==> src/rtl/fetch_pkg.sv <==
// Shared types and constants for the instruction-fetch sequencer.
package fetch_pkg;

    typedef enum logic {
        REQ   = 1'b0,
        VALID = 1'b1
    } fetch_state_t;

    localparam int PC_INCR = 4;

    localparam logic [31:0] DEFAULT_RESET_VECTOR = 32'h0000_0000;

endpackage

==> src/rtl/fetch_sequencer.sv <==
// Multicycle fetch controller: walks the PC through imem with req/ack,
// hands words to decode with valid/ready, and absorbs branch redirects.
module fetch_sequencer
    import fetch_pkg::*;
#(
    parameter int                ADDR_W       = 32,
    parameter logic [ADDR_W-1:0] RESET_VECTOR = ADDR_W'(DEFAULT_RESET_VECTOR)
) (
    input  logic              clk,
    input  logic              reset_n,
    output logic              imem_req,
    output logic [ADDR_W-1:0] imem_addr,
    input  logic              imem_ack,
    input  logic [31:0]       imem_rdata,
    output logic              instr_valid,
    output logic [31:0]       instr,
    output logic [ADDR_W-1:0] pc,
    output logic [ADDR_W-1:0] pc_plus4,
    input  logic              decode_ready,
    input  logic              redirect,
    input  logic [ADDR_W-1:0] redirect_target
);

    fetch_state_t      state_q, state_d;
    logic [ADDR_W-1:0] pc_q, pc_d;
    logic [31:0]       instr_q, instr_d;
    logic              squash_q, squash_d;
    logic [ADDR_W-1:0] pend_q, pend_d;
    logic [ADDR_W-1:0] target;

    // Instructions are word aligned; ignore the low two target bits.
    assign target   = redirect_target & ~ADDR_W'(3);
    assign pc_plus4 = pc_q + ADDR_W'(PC_INCR);

    always_ff @(posedge clk or negedge reset_n) begin
        if (!reset_n) begin
            state_q  <= REQ;
            pc_q     <= RESET_VECTOR;
            instr_q  <= '0;
            squash_q <= 1'b0;
            pend_q   <= '0;
        end else begin
            state_q  <= state_d;
            pc_q     <= pc_d;
            instr_q  <= instr_d;
            squash_q <= squash_d;
            pend_q   <= pend_d;
        end
    end

    always_comb begin
        state_d  = state_q;
        pc_d     = pc_q;
        instr_d  = instr_q;
        squash_d = squash_q;
        pend_d   = pend_q;
        unique case (state_q)
            REQ: begin
                if (imem_ack) begin
                    if (redirect) begin
                        pc_d     = target;
                        squash_d = 1'b0;
                    end else if (squash_q) begin
                        pc_d     = pend_q;
                        squash_d = 1'b0;
                    end else begin
                        instr_d = imem_rdata;
                        state_d = VALID;
                    end
                end else if (redirect) begin
                    // Address must hold until ack; park the target.
                    squash_d = 1'b1;
                    pend_d   = target;
                end
            end
            VALID: begin
                if (redirect) begin
                    pc_d    = target;
                    state_d = REQ;
                end else if (decode_ready) begin
                    pc_d    = pc_plus4;
                    state_d = REQ;
                end
            end
            default: state_d = REQ;
        endcase
    end

    always_comb begin
        imem_req    = reset_n && (state_q == REQ);
        instr_valid = (state_q == VALID);
        imem_addr   = pc_q;
        pc          = pc_q;
        instr       = instr_q;
    end

endmodule
==> config.mk <==
export PLATFORM = sky130hd
export DESIGN_NAME = fetch_sequencer
export DESIGN_NICKNAME = d
export VERILOG_FILES = /design/src/rtl/fetch_pkg.sv /design/src/rtl/fetch_sequencer.sv
export SDC_FILE = /design/constraint.sdc
export NUM_CORES = 1
export LEC_CHECK = 0
export ABC_AREA = 0
export CORE_ASPECT_RATIO = 1.25
export CORE_MARGIN = 3
export CORE_UTILIZATION = 45
export CTS_CLUSTER_DIAMETER = 100
export DETAILED_ROUTE_END_ITERATION = 7
export PLACE_DENSITY_LB_ADDON = 0.12
export SLEW_MARGIN = 20
export SYNTH_ARGS = -nofsm -noshare
export SYNTH_HDL_FRONTEND = slang
export SYNTH_SLANG_ARGS = --single-unit
export TNS_END_PERCENT = 1
==> constraint.sdc <==
create_clock -name clk -period 2.41 [get_ports clk]
set_clock_uncertainty 0.2 [all_clocks]
set_input_delay 0.241 -clock clk [delete_from_list [all_inputs] [get_ports clk]]
set_output_delay 0.241 -clock clk [all_outputs]
set_load 0.005 [all_outputs]
After elaboration in Yosys (flattened, before gate mapping) --
Index checks and enable logic that the tools add are counted.
Word-level totals: flip-flop bits (word level) 96, bits in latches 0, RAM bits 0, bits in read-only memories 0, bits of input ports 69, output and inout bits 130, logic and storage cells 33, memories 0
Cells by class: add/subtract/negate cells 1, multipliers 0, div/mod/pow operators 0, $lt $le $gt $ge 0, equality and inequality tests 3, shifts and indexed selects 0, multiplexer cells 14, bitwise operators 4, reductions and logical operators 6
Operators by type and width (number):
- $mux 32 | 5
- $pmux 32 s2 | 1
- $add 32x3->32 const B | 1
- $mux 1 | 7
- $ne 3x3->1 const B | 2
- $reduce_and 3->1 | 2
- $not 1->1 | 4
- $reduce_and 4->1 | 1
- $ne 2x2->1 const B | 1
- $pmux 1 s2 | 1
- $reduce_and 2->1 | 1
- $reduce_bool 2->1 | 1
- $logic_and 1x1->1 | 1

Longest topological paths before layout --
depth in word-level cells 4, mapped depth 7

Worst setup path before layout --
Ideal clock, no wire load.
path kind reg-to-output, from reg pc_q[2], in the netlist imem_addr[2], to out pc_plus4[28], arrival 1.750 ns, setup slack 0.219 ns, stages on the path, launching flop included 6, path buffers 0, path through dfrtp_1 ha_1 nand3_2 nor4_1 and2_1 xor2_1
On the way: cells in the longest elaborated chain, start to end 1
Ends and longest elaborated chain:
- from (decl) | line fetch_sequencer.sv:25 | logic [ADDR_W-1:0] pc_q, pc_d;
- from (signal assigned) | line fetch_sequencer.sv:44 | pc_q <= pc_d;
- $add 32x3->32 | line fetch_sequencer.sv:33 | assign pc_plus4 = pc_q + ADDR_W'(PC_INCR);
- to (decl) | line fetch_sequencer.sv:18 | output logic [ADDR_W-1:0] pc_plus4,
Every way passes these cells.

Worst setup path in the final report --
from reg pc_q[2], in the netlist imem_addr[2], to out pc_plus4[7]
The elaborated chain is that of the path after synthesis.

==> results.md <==
* Worst-Skew Late Latency at around 340 ps
* Core ar. at 11700 sq um
* Most common cell after layout, fill and taps aside: clkdlybuf4s50_1
* Synthesized flop and latch total at 94
* Via count at 5075
* Data required, critical path at 1970 ps
* Die X at 104 microns
* Pwr dens at 835 nW/um^2
* Fraction of registers with async set/reset at between 90% and 100%
* Setup TNS at -1440 ps
* Area occupied by registers at 2350 sq um
* Fmax at approximately 370 MHz
* Syn Std Cell Area at about 5400 sq um
* Ys Warns at 0
* Outcome: finished, violations left
* Synth-to-Final Area Change at 54.7%
* LEAKAGE at between 3 and 4 nW
* Max-Slew Margin vs Limit at 43.5%
* Final nets at slightly above 800
* CTS tree: yes
* Worst Slack Setup Final at -285 ps
* Class of the worst hold path: in2async
* Antenna viol nets, final at 0
* Sequential area share after synthesis at 43.6%
* TritonCTS buffer count at 9
* DR WL/cell at 18.0 microns
* Drt drc at 0
* Final GP Congestion at 0.923
* # setup viols final at 11
* Share of the synthesized area in the top cell type at between 40% and 50%
* First-pass GRT wire length at between 20000 and 30000 microns
* Cell Chain, Critical Path: buf_4 -> nand4_1 -> buf_6 -> buf_4 -> or3_1 -> nand2_1 -> clkdlybuf4s50_1
* Delay-heaviest family, CP: buffers and inverters
* CTS Sinks at 94
* Clock Path Buffers at 2
* Die Y at around 130 microns
* Layout cells sized above 1 at approximately 30%
* Setup Crit Path Kind: reg2out
* Most used cell, CP: buf_4
* DP Wirelength at approximately 12000 microns
* First-pass DRT Iterations at 5
* Worst Max-Slew Pin Slew at 845 ps
* Hold Fails Final Rpt at 0
* Synthesized area per cell at ~10 sq um
* CP max-delay cell: clkdlybuf4s50_1
* Fin crit share at 112%
* Synth cell types at 57
* Count of input and output buffers at 190
* CP Buf/Inv Count at 4
* Yosys top cell by area: dfrtp_1
* Initial antenna violation count at 0
* CP Capture Type: output pin
* FP Rows at 44
* Drt via density at 5.53
* Area contributors post-synth: dfrtp_1 (44%), mux2_2 (14%), buf_4 (5.6%)
* Root buffer cell: clkbuf_16
* Failing checks: setup timing
* Maximum VDD drop at about 0.54 mV
* Filler cell count at ~870
* Die ar. at 13400 sq um
* Max-Cap Viols at 0
* # H-tree levels at 3
* Clock transition at path regs at 70 ps
* Initial Util at 46.2%
* Antenna Cells at 0
* Dominant synthesized flop cell: dfrtp_1
* Final design utilization at between 70 and 80%
* Mapped Cells at 522
* EDFF count, synth at 0
* Total GRT Usage at between 20% and 30%
* Top Ports at between 150 and 200
* Routed WL at 16500 microns
* CP startpoint kind: flop
* Vias in the first global route at 5262
* Worst-path maximum fanout at 5
* Largest net degree at the start of global routing at 95
* Multi-input logic area at 2770 sq um
* RSZ-0062 raised after global routing: yes
* Slowest Stage Delay on Critical Path at 490 ps
* WP data arrival at approximately 2300 ps
* DRT iter0 DRCs at ~240
* Commonest non-fill, non-tap cells in the layout: clkdlybuf4s50_1 (169), dfrtp_1 (92), buf_4 (89)
* Max-slew violations at 0
* Crit path time final at 2690 ps
* GRT overflow at 0
-- flip-flops by register name, indices dropped and copies added (netlist names) --
register	cells
squash_q	1
instr	32
pend_q	30
instr_valid	1
imem_addr	30
-- worst reg2reg max path, delay by kind of cell, from the launching register on --
family	cells	cell delay [ps]
AOI/OAI and AO/OA	1	100
buffers and inverters	2	420
DFF	1	530
and+or+nand+nor	2	730
-- timing repair --
| action | CTS | global route |
|---|---|---|
| hold buffers | 1 | 0 |
| endpoints found under the hold margin | 94 | 0 |
| pin swaps | 15 | 4 |
| setup buffers | 12 | 0 |
| endpoints found under the setup margin | 26 | 22 |
| gates resized for setup | 63 | 12 |
| gates cloned | 1 | 0 |
-- final cells by class --
class                   instances  area share, %
repair buffers                288           32.2
multi-input cells             349           33.1
clock buffers                  10           2.86
clock inverters                 6          0.824
flip-flops and latches         94           28.2
inverters                       9          0.405
well taps                     161           2.41
-- routing by layer --
layer	routed length, microns	global-route usage, %	vias to the layer above	share of wire (%)
li1	-	-	2324	-
met1	6360	28.2	2478	38
met2	8410	43.3	246	51
met3	1380	7.18	27	8.3
met4	385	8.76	0	2.3
met5	0	0	-	0
-- cell usage after synthesis (all sizes together) (6+ instances only) --
cell type	count
o311ai	7
nor2	26
buf	59
inv	8
a21oi	24
nand4	15
xnor2	17
o21ai	6
a31oi	6
o22ai	8
xor2	10
clkbuf	17
nand2	33
mux2i	8
and4	9
nor3	17
mux2	66
a22o	11
nor4	10
dfrtp	94
o22a	8
nand3	10
-- stage by stage --
stage	std cells	total power, mW	area, sq um	worst slack, ps	hold slack, ps
final	917	6.97	8350	-285	284
after global routing	917	7.36	8350	-343	298
after CTS	917	7.01	8330	-255	300
after detailed placement	887	5.43	7780	-122	146
after global placement	887	5.35	7780	-84.6	149
after floorplan	527	3.60	5420	219	-255
-- power breakdown --
part,switching (mW),internal (mW),total (mW)
Combinational,1.26,1.97,3.23
Clock,0.633,0.836,1.47
Sequential,0.287,1.99,2.27
Total,2.18,4.79,6.97
-- final timing paths --
| check | from | to | slack [ps] | cells past startpoint |
|---|---|---|---|---|
| worst max register to register | instr_valid | imem_addr[31] | 320 | 5 |
| worst min-delay path | reset_n | imem_addr[12] | 280 | 3 |
| worst max-delay path | imem_addr[2] | pc_plus4[7] | -280 | 7 |
| max in group asynchronous | reset_n | imem_addr[21] | 1280 | 3 |
| worst min register to register | pend_q[30] | pend_q[30] | 300 | 1 |
| min in group clk | pend_q[30] | pend_q[30] | 300 | 1 |
-- kinds of logic (layout without fill, tap and decap cells) --
group,after synthesis,in the layout,synth area share [%]
other,1,6,0.0695
adders and majority gates,1,1,0.232
muxes,74,74,15.3
DFF,94,94,43.6
and+or+nand+nor,145,146,15.0
AOI/OAI and AO/OA,95,95,12.4
buffers and inverters,85,313,9.09
xor gates and xnor gates,27,27,4.38
No activity file was read; power rests on OpenSTA's default activity.
